[src/rtl/mac_pkg.sv]
// Shared definitions for the MAC result path: output width, serializer state
// encoding and a constant clog2 helper.
package mac_pkg;

  localparam int unsigned MAC_OUT_W = 18;

  typedef enum logic [2:0] {
    IDLE   = 3'd0,
    START  = 3'd1,
    DATA   = 3'd2,
    PARITY = 3'd3,
    STOP   = 3'd4
  } ser_state_e;

  // Ceiling log2 for elaboration-time width calculations.
  function automatic int unsigned clog2(input int unsigned v);
    int unsigned r;
    r = 0;
    for (int unsigned i = 0; i < 32; i++) begin
      if ((64'd1 << i) < 64'(v)) r = i + 1;
    end
    return r;
  endfunction

endpackage

[src/rtl/mac_result_serializer_if.sv]
// Valid/ready word handshake between the MAC output and the serializer.
interface mac_result_serializer_if #(
  parameter int unsigned DATA_W = mac_pkg::MAC_OUT_W
);
  logic [DATA_W-1:0] din;
  logic              din_valid;
  logic              din_ready;

  modport master (output din, output din_valid, input din_ready);
  modport slave  (input din, input din_valid, output din_ready);
endinterface

[src/rtl/mac_ser_baud_div.sv]
// Bit-period divider: counts 0..CLK_DIV-1, pulses bit_tick on the wrap cycle.
// clear restarts the bit period so a new frame aligns to its accept edge.
module mac_ser_baud_div #(
  parameter int unsigned CLK_DIV = 4
) (
  input  logic clk,
  input  logic rst_n,
  input  logic clear,
  output logic bit_tick
);

  localparam int unsigned DIV_W = 16;

  logic [DIV_W-1:0] cnt_q;
  logic [DIV_W-1:0] cnt_d;

  assign bit_tick = (cnt_q == DIV_W'(CLK_DIV - 1));

  // Next count: wrap at the bit boundary or restart on clear.
  always_comb begin
    cnt_d = cnt_q + DIV_W'(1);
    if (clear || bit_tick) cnt_d = '0;
  end

  // Divider counter register.
  always_ff @(posedge clk or negedge rst_n) begin
    if (!rst_n) cnt_q <= '0;
    else        cnt_q <= cnt_d;
  end

endmodule

[src/rtl/mac_result_serializer.sv]
// Serializes one MAC result per handshake onto a UART-style single-wire frame:
// start bit, data MSB-first, optional even parity (MAC_SER_PARITY_EN), stop bit.
module mac_result_serializer
  import mac_pkg::*;
#(
  parameter int unsigned DATA_W  = MAC_OUT_W,
  parameter int unsigned CLK_DIV = 4
) (
  input  logic                    clk,
  input  logic                    rst_n,
  mac_result_serializer_if.slave  in_if,
  output logic                    sdo,
  output logic                    busy,
  output logic                    done
);

  localparam int unsigned CNT_W = (clog2(DATA_W) > 0) ? clog2(DATA_W) : 1;

  ser_state_e        state_q, state_d;
  logic [DATA_W-1:0] shreg_q, shreg_d;
  logic [CNT_W-1:0]  bit_cnt_q, bit_cnt_d;
  logic              sdo_q, sdo_d;
  logic              busy_q, busy_d;
  logic              done_q, done_d;
`ifdef MAC_SER_PARITY_EN
  logic              parity_q, parity_d;
`endif

  logic accept;
  logic div_clear;
  logic bit_tick;

  mac_ser_baud_div #(
    .CLK_DIV (CLK_DIV)
  ) u_baud_div (
    .clk      (clk),
    .rst_n    (rst_n),
    .clear    (div_clear),
    .bit_tick (bit_tick)
  );

  assign in_if.din_ready = (state_q == IDLE);
  assign accept          = in_if.din_valid && (state_q == IDLE);

  assign sdo  = sdo_q;
  assign busy = busy_q;
  assign done = done_q;

  // Frame sequencing; sdo/busy/done are computed for the next cycle so the
  // registered outputs line up with the state they belong to.
  always_comb begin
    state_d   = state_q;
    shreg_d   = shreg_q;
    bit_cnt_d = bit_cnt_q;
    sdo_d     = sdo_q;
    busy_d    = busy_q;
    done_d    = 1'b0;
    div_clear = 1'b0;
`ifdef MAC_SER_PARITY_EN
    parity_d  = parity_q;
`endif

    case (state_q)
      IDLE: begin
        sdo_d  = 1'b1;
        busy_d = 1'b0;
        if (accept) begin
          shreg_d   = in_if.din;
          bit_cnt_d = '0;
          div_clear = 1'b1;
          state_d   = START;
          sdo_d     = 1'b0;
          busy_d    = 1'b1;
`ifdef MAC_SER_PARITY_EN
          parity_d  = ^in_if.din;
`endif
        end
      end

      START: begin
        if (bit_tick) begin
          state_d = DATA;
          sdo_d   = shreg_q[DATA_W-1];
        end
      end

      DATA: begin
        if (bit_tick) begin
          shreg_d = {shreg_q[DATA_W-2:0], 1'b0};
          if (bit_cnt_q == CNT_W'(DATA_W - 1)) begin
            bit_cnt_d = '0;
`ifdef MAC_SER_PARITY_EN
            state_d   = PARITY;
            sdo_d     = parity_q;
`else
            state_d   = STOP;
            sdo_d     = 1'b1;
`endif
          end else begin
            bit_cnt_d = bit_cnt_q + CNT_W'(1);
            sdo_d     = shreg_q[DATA_W-2];
          end
        end
      end

`ifdef MAC_SER_PARITY_EN
      PARITY: begin
        if (bit_tick) begin
          state_d = STOP;
          sdo_d   = 1'b1;
        end
      end
`endif

      STOP: begin
        if (bit_tick) begin
          state_d = IDLE;
          sdo_d   = 1'b1;
          busy_d  = 1'b0;
          done_d  = 1'b1;
        end
      end

      default: begin
        state_d = IDLE;
        sdo_d   = 1'b1;
        busy_d  = 1'b0;
      end
    endcase
  end

  // State, datapath and output registers; reset aborts any frame in flight.
  always_ff @(posedge clk or negedge rst_n) begin
    if (!rst_n) begin
      state_q   <= IDLE;
      shreg_q   <= '0;
      bit_cnt_q <= '0;
      sdo_q     <= 1'b1;
      busy_q    <= 1'b0;
      done_q    <= 1'b0;
`ifdef MAC_SER_PARITY_EN
      parity_q  <= 1'b0;
`endif
    end else begin
      state_q   <= state_d;
      shreg_q   <= shreg_d;
      bit_cnt_q <= bit_cnt_d;
      sdo_q     <= sdo_d;
      busy_q    <= busy_d;
      done_q    <= done_d;
`ifdef MAC_SER_PARITY_EN
      parity_q  <= parity_d;
`endif
    end
  end

endmodule

[src/flat_wrapper.sv]
// flat-port wrapper written by rule: the top's interface ports become plain ports
module mac_result_serializer_flat import mac_pkg::*;
#(
  parameter int unsigned DATA_W  = MAC_OUT_W,
  parameter int unsigned CLK_DIV = 4
)
  (clk, rst_n, sdo, busy, done, in_if_din, in_if_din_valid, in_if_din_ready);
  mac_result_serializer_if #(.DATA_W(DATA_W)) in_if_i ();
  input  logic clk;
  input  logic rst_n;
  output logic sdo;
  output logic busy;
  output logic done;
  input wire logic [$bits(in_if_i.din)-1:0] in_if_din;
  input wire logic [$bits(in_if_i.din_valid)-1:0] in_if_din_valid;
  output wire logic [$bits(in_if_i.din_ready)-1:0] in_if_din_ready;
  assign in_if_i.din = in_if_din;
  assign in_if_i.din_valid = in_if_din_valid;
  assign in_if_din_ready = in_if_i.din_ready;
  mac_result_serializer #(.DATA_W(DATA_W), .CLK_DIV(CLK_DIV)) u_core (.clk(clk), .rst_n(rst_n), .in_if(in_if_i), .sdo(sdo), .busy(busy), .done(done));
endmodule
[config.mk]
export PLATFORM = sky130hd
export DESIGN_NAME = mac_result_serializer_flat
export DESIGN_NICKNAME = d
export VERILOG_FILES = /design/src/rtl/mac_pkg.sv /design/src/rtl/mac_result_serializer_if.sv /design/src/rtl/mac_ser_baud_div.sv /design/src/rtl/mac_result_serializer.sv /design/src/flat_wrapper.sv
export SDC_FILE = /design/constraint.sdc
export NUM_CORES = 1
export LEC_CHECK = 0
export ABC_AREA = 1
export BUFFER_PORTS_ARGS = -buffer_cell sky130_fd_sc_hd__buf_2
export CORE_ASPECT_RATIO = 0.5
export CORE_MARGIN = 4
export CORE_UTILIZATION = 45
export CTS_BUF_LIST = sky130_fd_sc_hd__clkbuf_4
export DETAILED_ROUTE_END_ITERATION = 16
export HOLD_SLACK_MARGIN = 0.03
export PLACE_DENSITY_LB_ADDON = 0.1
export SLEW_MARGIN = 20
export SYNTH_ARGS = -nofsm -noshare
export SYNTH_HDL_FRONTEND = slang
export SYNTH_HIERARCHICAL = 1
export SYNTH_SLANG_ARGS = --single-unit
[constraint.sdc]
create_clock -name clk -period 4.3 [get_ports clk]
set_input_delay 0.86 -clock clk [delete_from_list [all_inputs] [get_ports clk]]
set_output_delay 0.86 -clock clk [all_outputs]
set_load 0.01 [all_outputs]
# Word-level counts from Yosys, hierarchy flattened
# Index checks and enable logic that the tools add are counted.
dict set report word_totals {
  ram_bits 0
  elab_cells 55
  mem_count 0
  reg_bits 45
  out_inout_bits 4
  romBits 0
  latch_bits 0
  input_bits 21
}
dict set report op_classes {
  multipliers 0
  eq_ne 10
  div 0
  mux 26
  addsub 2
  n_reduce_logical 9
  bitwise_logic 1
  magnitude_cmp 0
  shift 0
}
# op n
set ops {}
lappend ops {{two-way mux 18 bit} 2}
lappend ops {{case mux 18 bit (2 select lines)} 1}
lappend ops {{adder 16 x 1 -> 16 bit (second input constant)} 1}
lappend ops {{== test 16 x 2 -> 1 bit (second input constant)} 1}
lappend ops {{two-way mux 16 bit} 1}
lappend ops {{two-way mux 3 bit} 5}
lappend ops {{two-way mux 5 bit} 3}
lappend ops {{case mux 3 bit (4 select lines)} 1}
lappend ops {{two-way mux 1 bit} 10}
lappend ops {{case mux 5 bit (2 select lines)} 1}
lappend ops {{!= test 2 bit (second input constant)} 3}
lappend ops {{AND reduction 3 bit} 2}
lappend ops {{adder 5 x 1 -> 5 bit (second input constant)} 1}
lappend ops {{== test 5 bit (second input constant)} 1}
lappend ops {{AND reduction 5 bit} 1}
lappend ops {{!= test 2 x 1 -> 1 bit (second input constant)} 2}
lappend ops {{case mux 1 bit (4 select lines)} 1}
lappend ops {{== test 3 x 1 -> 1 bit (second input constant)} 1}
lappend ops {{== test 3 x 2 -> 1 bit (second input constant)} 1}
lappend ops {{== test 3 bit (second input constant)} 1}
lappend ops {{logical NOT 3 bit} 1}
lappend ops {{case mux 1 bit (3 select lines)} 1}
lappend ops {{AND reduction 2 bit} 1}
lappend ops {{nonzero test 2 bit} 1}
lappend ops {{other kinds (4)} 4}

# Depth between registers and ports, before layout
# Gate-level depths: netlist of the first run.
dict set report depth {
  ltp_word 6
  ltp_mapped 10
}

# Hierarchy
# The synthesis of the first run kept the hierarchy.
# mod area_per_inst_um2 cells_each n_inst seq_area_each_um2
set by_module_without_submodules {}
lappend by_module_without_submodules {mac_result_serializer 1520.2 194 1 726.9}
lappend by_module_without_submodules {mac_ser_baud_div 930.9 127 1 400.4}

# Least setup slack after synthesis of the first run
# No wires, ideal clock.
dict set report synth_path {
  path_type {reg2reg}
  start {reg u_core.u_baud_div.cnt_q[0]}
  end {reg u_core.busy_q, in the netlist u_core/busy}
  path_slack_ps 2692
  t_arrival_ps 1485
  path_buffers 0
  stages_incl_launch_ff 9
  setup_time_ps 123
  period_less_slack_ps 1608
  path_cell_list {dfrtp_1 -> ha_1 -> nand4_1 -> nor3_1 -> inv_1 -> nand2_1 -> nand3_1 -> nand2_1 -> nand2_1}
}
dict set report synth_between {
  elab_chain_cells 3
}
# element line
set synth_lines {}
lappend synth_lines {{from (decl)} mac_ser_baud_div.sv:14} ;# logic [DIV_W-1:0] cnt_q;
lappend synth_lines {{from (signal assigned)} mac_ser_baud_div.sv:28} ;# else cnt_q <= cnt_d;
lappend synth_lines {{== test 16 x 2 -> 1 bit} mac_ser_baud_div.sv:17} ;# assign bit_tick = (cnt_q == DIV_W'(CLK_DIV - 1));
lappend synth_lines {{via u_core.bit_tick} mac_result_serializer.sv:31} ;# logic bit_tick;
lappend synth_lines {{!= test 2 bit (no line)} n/a}
lappend synth_lines {{AND reduction 2 bit (no line)} n/a}
lappend synth_lines {{to (signal assigned)} mac_result_serializer.sv:149} ;# busy_q <= busy_d;
lappend synth_lines {{to (decl)} mac_result_serializer.sv:23} ;# logic busy_q, busy_d;
# The timed path passes the listed nets, and every way through them passes these cells.
# A chain may end at the register's enable or synchronous reset.

# Worst setup path in the final report of the first run
dict set report layout_path {
  start {reg u_core.state_q[0]}
  end {out in_if_din_ready}
}
dict set report layout_between {
  elab_chain_cells 1
}
# element line
set layout_lines {}
lappend layout_lines {{from (decl)} mac_result_serializer.sv:19} ;# ser_state_e state_q, state_d;
lappend layout_lines {{from (signal assigned)} mac_result_serializer.sv:145} ;# state_q <= state_d;
lappend layout_lines {{logical NOT 3 bit} mac_result_serializer.sv:42} ;# assign in_if.din_ready = (state_q == IDLE);
lappend layout_lines {{to (decl)} flat_wrapper.sv:16} ;# output wire logic [$bits(in_if_i.din_ready)-1:0] in_if_din_ready;
# Every way passes these cells.

==> results of run 1 <==
power breakdown:
part	leakage, nW	switching [mW]	internal, mW
registers	0.586	0.0762	0.553
logic	0.684	0.372	0.179
clock network	0.0456	0.136	0.128
registers in the layout, summed over array words and instances, names as in the netlist:
register / flops
u_core/sdo: 1
u_core/u_baud_div/cnt_q: 16
u_core/bit_cnt_q: 5
u_core/state_q: 3
u_core/busy: 1
u_core/done: 1
u_core/shreg_q: 18
stage by stage:
| step | hold slack, ns | setup slack (ns) | cell area [sq um] | util | instances |
|---|---|---|---|---|---|
| floorplan | 0.473 | 2.69 | 2450 | - | 321 |
| global placement | 0.480 | 2.38 | 2590 | 0.509 | 407 |
| global route | 0.512 | 2.11 | 2670 | 0.525 | 415 |
| CTS | 0.503 | 2.21 | 2670 | 0.525 | 415 |
| finish | 0.484 | 2.23 | 2670 | 0.525 | 415 |
| detailed placement | 0.483 | 2.31 | 2590 | 0.509 | 407 |
final timing paths:
path	slack, ns	cells after the start	endpoint	from
worst min register to register	0.50	2	u_core/sdo	u_core/sdo
worst min-delay path	0.48	1	u_core/u_baud_div/cnt_q[6]	rst_n
max in group asynchronous	3.43	1	u_core/sdo	rst_n
min in group clk	0.50	2	u_core/sdo	u_core/sdo
worst max-delay path	2.23	2	in_if_din_ready	u_core/state_q[0]
worst max register to register	2.27	7	u_core/bit_cnt_q[4]	u_core/u_baud_div/cnt_q[0]
worst register-to-register path, cell delays in order (launching register included):
cell and delay (ns):
sky130_fd_sc_hd__dfrtp_1 0.44, sky130_fd_sc_hd__ha_1 0.29, sky130_fd_sc_hd__nand4_1 0.12, sky130_fd_sc_hd__nor3_1 0.44
sky130_fd_sc_hd__nand2_4 0.10, sky130_fd_sc_hd__nand2_4 0.35, sky130_fd_sc_hd__nand3_1 0.14, sky130_fd_sc_hd__o21ai_1 0.09
logic make-up (layout without fill, tap and decap cells):
logic type / after synthesis / in the layout / synth area share
simple gates: 163 / 163 / 0.295
buf+inv: 53 / 77 / 0.0975
compound gates: 47 / 47 / 0.0970
flops: 45 / 45 / 0.460
xor+xnor: 10 / 10 / 0.0357
fa+ha+maj: 3 / 3 / 0.0153
cells in the mapped netlist:
master	instances	area, sq um
sky130_fd_sc_hd__nand2_4	3	33.8
sky130_fd_sc_hd__a21oi_1	1	5.00
sky130_fd_sc_hd__nor2_2	6	37.5
sky130_fd_sc_hd__nor3_1	3	15.0
sky130_fd_sc_hd__inv_4	1	6.26
sky130_fd_sc_hd__dfrtp_1	44	1100
sky130_fd_sc_hd__o21bai_1	1	7.51
sky130_fd_sc_hd__o21ai_0	21	105
sky130_fd_sc_hd__dfstp_2	1	26.3
sky130_fd_sc_hd__nor3_2	1	10.0
sky130_fd_sc_hd__nand4_1	9	56.3
sky130_fd_sc_hd__nand3_1	19	95.1
sky130_fd_sc_hd__nor4_1	1	6.26
sky130_fd_sc_hd__clkbuf_2	1	5.00
sky130_fd_sc_hd__nand2_1	81	304
sky130_fd_sc_hd__ha_1	3	37.5
sky130_fd_sc_hd__xor2_1	8	70.1
sky130_fd_sc_hd__buf_2	2	10.0
sky130_fd_sc_hd__buf_6	4	45.0
sky130_fd_sc_hd__inv_2	1	3.75
sky130_fd_sc_hd__nand3_2	1	10.0
sky130_fd_sc_hd__xnor2_1	2	17.5
sky130_fd_sc_hd__o21ai_1	24	120
sky130_fd_sc_hd__inv_1	43	161
sky130_fd_sc_hd__nand2_2	3	18.8
sky130_fd_sc_hd__nor2_1	36	135
sky130_fd_sc_hd__buf_4	1	7.51
cell type report:
class	instances	area, sq um
fillers	517	2420
flip-flops and latches	45	1130
multi-input cells	223	1080
inverters	45	171
repair buffers	24	123
well taps	70	87.6
clock buffers	6	45.0
clock inverters	2	35.0
per-layer routing:
layer / GRT usage / vias up / part of all wire
met3: 0.0415 / 4 / 0.039
li1: - / 1063 / -
met2: 0.257 / 33 / 0.44
met5: 0 / - / 0
met4: 0.0411 / 0 / 0.0062
met1: 0.194 / 908 / 0.51
==> flow_summary.yaml, run 1 <==
status:
  outcome: "completed"
cells_and_area:
  layout-area-overhead-vs-synth_pct: 9.09
  drive_gt1_frac: 0.142
  n_antenna_cell: 0
  layout_commonest_cell: "sky130_fd_sc_hd__nand2_1"
  final_net_count: 368
  layout_common_cells: "sky130_fd_sc_hd__nand2_1, sky130_fd_sc_hd__dfrtp_1, sky130_fd_sc_hd__inv_1"
die:
  floorplan.io_pins: 25
  coreArea_sq_um: 5090
  initial_core_util: 0.482
  floorplan.rows: 18
  die_area_sq_um: 6760
  die_height_microns: 60.2
  fp.dieW_microns: 112
synthesis:
  synth-seq-cells: 45
  synth_sequential_area_ratio: 0.460
  post_synth_num_cell_types: 27
  yosysWarningCount: 6
  synthesis.area_per_instance_sq_um: 7.64
  synth_cells: 321
  mappedNetlistNets: 345
  mappedNetlistArea_sq_um: 2450
clock_network:
  worst_skew_pair_latency_ns: 0.35
  tritoncts_clock_tree: "done"
  cts_hold_buffers: 0
  cts_repair_resize_count: 0
  cts-buffers-inserted: 5
  cts.repair_timing.setup_buffer_count: 0
  clock_sink_count: 45
  path_clk_slew_ns: 0.13
  ctsHtreeMaxLevel: 2
  ctsLongestPathBuffers: 2
  cts_root_buf: "sky130_fd_sc_hd__clkbuf_4"
timing:
  finalCritPeriodShare: 0.482
  timing_worst_slew_pin_value_ns: 0.565
  report.final.slew_viol_count: 0
  minimum_clock_period_ns: 2.07
  finalSetupViolCount: 0
  fin_skew_ns: 0.0123
  finalSetupTns_ns: 0
  unrepaired_setup_endpoints_after_global_routing: "no"
  max_freq_ghz: 0.482
  max_slew_margin: 0.624
  final-hold-violation-count: 0
job:
  maxCapViolations: 0
global_routing:
  antenna_violations_before_repair: 0
  grt_pass1_vias: 1852
  grt_overflow_total: 0
  global_route_wire_length_before_repair_microns: 8110
  largest_net_degree_at_the_start_of_global_routing: 46
  gr-usage-all-layers: 0.151
setup_path:
  endpoint_kind: "output pin"
  critical_path_required_ns: 3.44
  critical_path.max_stage_delay_ns: 0.49
  timing_worst_setup_path_type: "flop to output pin"
  critPathArrivalTime_ns: 1.21
  crit_path_top_delay_cell: "sky130_fd_sc_hd__dfrtp_1"
  crit_fanout: 7
  critical_path.top_delay_family: "flip-flops"
  number_of_buffers_and_inverters_on_the_critical_path: 1
  critical_path.startpoint_type: "flop"
  cp_cell_sequence: "nor3_2 -> buf_2"
detailed_routing:
  drt-pass1-iter-count: 4
  num_vias: 2008
  detail-route-antenna-nets: 0
  drt_first_iter_violations: 76
  vias_per_cell: 4.84
  drt_drc_violations_left: 0
  routedWlPerCell_microns: 11.3
  postRouteWirelength_microns: 4710
worst_hold_path:
  worst_hold_path_type: "input port to asynchronous set/reset pin"
placed_design:
  finalWeightedCongestion: 0.881
  dp.final_hpwl_microns: 3330
  port_buffers: 24
power:
  irDropWorstVdd_mv: 0.241
  powerDensity_nw_per_um2: 540
  report.power.total_mw: 1.44
  p_leak_nw: 1.32
Power figures use the tool's default switching activity.
==> run 2: changes to the inputs <==
--- a/config.mk
+++ b/config.mk
@@ -5,7 +5,7 @@
 export SDC_FILE = /design/constraint.sdc
 export NUM_CORES = 1
 export LEC_CHECK = 0
-export ABC_AREA = 1
+export ABC_AREA = 0
 export BUFFER_PORTS_ARGS = -buffer_cell sky130_fd_sc_hd__buf_2
 export CORE_ASPECT_RATIO = 0.5
 export CORE_MARGIN = 4
==> constraint.sdc (replaced) <==
create_clock -name clk -period 1.7 [get_ports clk]
set_input_delay 0.34 -clock clk [delete_from_list [all_inputs] [get_ports clk]]
set_output_delay 0.34 -clock clk [all_outputs]
set_load 0.01 [all_outputs]
==> flow_summary.yaml, run 2 <==
status:
  outcome: "finished, violations left"
  failed_checks: "setup timing"
synthesis:
  synth_cells: 217
  synthMostInstantiatedCell: "sky130_fd_sc_hd__dfrtp_1"
  post_synth_num_cell_types: 49
  mappedNetlistArea_sq_um: 2460
  yosys.area.top_type_share: 0.447
  asyncSetResetFlopFracSynth: 1.00
  yosysWarningCount: 6
  synth_top_area_cell: "sky130_fd_sc_hd__dfrtp_1"
  mappedNetlistNets: 241
  synth_sequential_area_ratio: 0.458
  yosys-top-cells-count: "sky130_fd_sc_hd__dfrtp_1, sky130_fd_sc_hd__nor2_1, sky130_fd_sc_hd__mux2_2, sky130_fd_sc_hd__mux2_4, sky130_fd_sc_hd__inv_1"
  synth-seq-cells: 45
  synth_ff_type: "sky130_fd_sc_hd__dfrtp_1"
  ys_top_cells_by_area: "sky130_fd_sc_hd__dfrtp_1, sky130_fd_sc_hd__mux2_4, sky130_fd_sc_hd__mux2_2"
  number_of_enable_type_register_cells_in_the_synthesized_netlist: 0
  synthesis.area_per_instance_sq_um: 11.3
setup_path:
  timing_worst_setup_path_type: "flop to flop"
  critical_path.startpoint_type: "flop"
  crit_fanout: 7
  critical_path_required_ns: 1.93
  endpoint_kind: "flop"
  critPathArrivalTime_ns: 2.08
cells_and_area:
  layout.core_utilization: 0.623
  registers.top_by_ff_count: "u_core/shreg_q"
  postLayoutCellArea_sq_um: 3180
  layout-area-overhead-vs-synth_pct: 29.3
  layoutNonFillerInstCount: 350
  n_antenna_cell: 0
  layout_common_cells: "sky130_fd_sc_hd__dfrtp_1, sky130_fd_sc_hd__buf_4, sky130_fd_sc_hd__mux2_4"
  layout_commonest_cell: "sky130_fd_sc_hd__dfrtp_1"
  top_regs: "u_core/shreg_q (18), u_core/u_baud_div/cnt_q (16), u_core/bit_cnt_q (5)"
  max_ffs_per_register: 18
  final_net_count: 303
  fillerInstances: 427
  drive_gt1_frac: 0.468
timing:
  report.final.slew_viol_count: 0
  timing_worst_slew_pin_value_ns: 0.358
  max_freq_ghz: 0.541
  unrepaired_setup_endpoints_after_global_routing: "yes"
  whs_ns: 0.347
  minimum_clock_period_ns: 1.85
  fin_skew_ns: 0.00711
  fin_ws_ns: -0.147
  finalSetupViolCount: 30
  final-hold-violation-count: 0
  finalCritPeriodShare: 1.09
  max_slew_margin: 0.761
clock_network:
  ctsHtreeMaxLevel: 2
  worst_skew_pair_latency_ns: 0.34
  ctsLongestPathBuffers: 2
  tritoncts_clock_tree: "done"
  path_clk_slew_ns: 0.13
  cts_root_buf: "sky130_fd_sc_hd__clkbuf_4"
  clock_sink_count: 45
  cts-buffers-inserted: 5
placed_design:
  dp.final_hpwl_microns: 3540
  finalWeightedCongestion: 0.772
  pre_cts_ws_ns: -0.231
  placed_cell_area_sq_um: 2910
  place.detailed.instances: 334
  port_buffers: 24
die:
  fp.dieW_microns: 113
  floorplan.io_pins: 25
  floorplan.rows: 18
  initial_core_util: 0.481
  die_height_microns: 60.3
  die_area_sq_um: 6790
  coreArea_sq_um: 5110
global_routing:
  global_route_wire_length_before_repair_microns: 8980
  antenna_violations_before_repair: 0
  grt_overflow_total: 0
  grt_pass1_vias: 1840
  largest_net_degree_at_the_start_of_global_routing: 19
  gr-usage-all-layers: 0.169
detailed_routing:
  num_vias: 1762
  postRouteWirelength_microns: 5040
  routedWlPerCell_microns: 14.4
  vias_per_cell: 5.03
  drt-pass1-iter-count: 4
  detail-route-antenna-nets: 0
  drt_first_iter_violations: 58
  drt_drc_violations_left: 0
job:
  maxCapViolations: 0
power:
  powerDensity_nw_per_um2: 1340
  irDropWorstVdd_mv: 0.608
  p_leak_nw: 1.45
worst_hold_path:
  worst_hold_path_type: "input port to flop"
## run 2: changes by cell type in the layout (fill, tap and decap cells not counted), moves of 16 or more
cell,change
sky130_fd_sc_hd__o21ai_1,-22
sky130_fd_sc_hd__buf_4,+36
sky130_fd_sc_hd__nor2_1,-19
sky130_fd_sc_hd__inv_1,-33
sky130_fd_sc_hd__nand2_1,-76
sky130_fd_sc_hd__mux2_4,+25
sky130_fd_sc_hd__o21ai_0,-16
## run 2: timing repair
action / CTS / global route
endpoints found under the setup margin: 42 / 46
hold endpoints to repair: 14 / 0
hold buffers: 1 / 0
gates resized for setup: 22 / 11
buffers inserted: 4 / 2
cloned: 2 / 0
pin swaps: 4 / 2
## run 2: metrics by stage
step / TNS (ns) / total power [mW]
2_1_floorplan: -3.38 / 2.81
3_3_place_gp: -3.36 / 3.22
3_5_place_dp: -4.55 / 3.28
4_1_cts: -3.28 / 4.19
5_1_grt: -5.64 / 4.59
6_report: -3.14 / 4.26
## run 2: worst max-delay path, stage by stage (launching register included)
cell	delay [ns]
sky130_fd_sc_hd__dfrtp_1	0.41
sky130_fd_sc_hd__ha_4	0.15
sky130_fd_sc_hd__nor4b_4	0.19
sky130_fd_sc_hd__and4_4	0.28
sky130_fd_sc_hd__mux2i_4	0.10
sky130_fd_sc_hd__nor2_8	0.16
sky130_fd_sc_hd__buf_12	0.16
sky130_fd_sc_hd__mux2_4	0.30
## run 2: worst paths after layout
path	to	startpoint	cells past startpoint	slack, ns
worst min register to register	u_core/shreg_q[8]	u_core/shreg_q[8]	1	0.52
worst max register to register	u_core/shreg_q[5]	u_core/u_baud_div/cnt_q[0]	7	-0.15
worst max-delay path	u_core/shreg_q[5]	u_core/u_baud_div/cnt_q[0]	7	-0.15
max in group asynchronous	u_core/u_baud_div/cnt_q[5]	rst_n	3	0.71
min in group asynchronous	u_core/shreg_q[16]	rst_n	2	0.42
worst min-delay path	u_core/state_q[0]	in_if_din_valid	3	0.35
## run 2: cell type report
| type | count | area [sq um] | area share |
|---|---|---|---|
| clock buffer | 7 | 52.6 | 0.0165 |
| timing repair buffer | 68 | 537 | 0.169 |
| tap | 70 | 87.6 | 0.0275 |
| inverter | 10 | 37.5 | 0.0118 |
| clock inverter | 1 | 5.00 | 0.00157 |
| sequential | 45 | 1130 | 0.354 |
| multi-input combinational | 149 | 1340 | 0.420 |
## run 2: cell families after synthesis
group                      count (synthesis)  share of synthesized area
AOI/OAI and AO/OA                         28                     0.0763
xor gates and xnor gates                  13                     0.0463
adders and majority gates                  3                     0.0153
buffers and inverters                     23                     0.0488
DFF                                       45                      0.458
muxes                                     35                      0.189
and+or+nand+nor                           70                      0.166
## run 2: power by group
group / total, mW / internal, mW / switching, mW
combinational: 2.11 / 1.27 / 0.842
clock: 0.521 / 0.194 / 0.327
sequential: 1.63 / 1.40 / 0.229
total: 4.26 / 2.87 / 1.40
## run 2: per-layer routing
layer	routed length (microns)	track usage	share of wire	vias up
li1	-	-	-	893
met1	2540	0.228	0.50	842
met2	2310	0.272	0.46	23
met3	151	0.0425	0.030	4
met4	45	0.0531	0.0089	0
met5	0	0	0	-
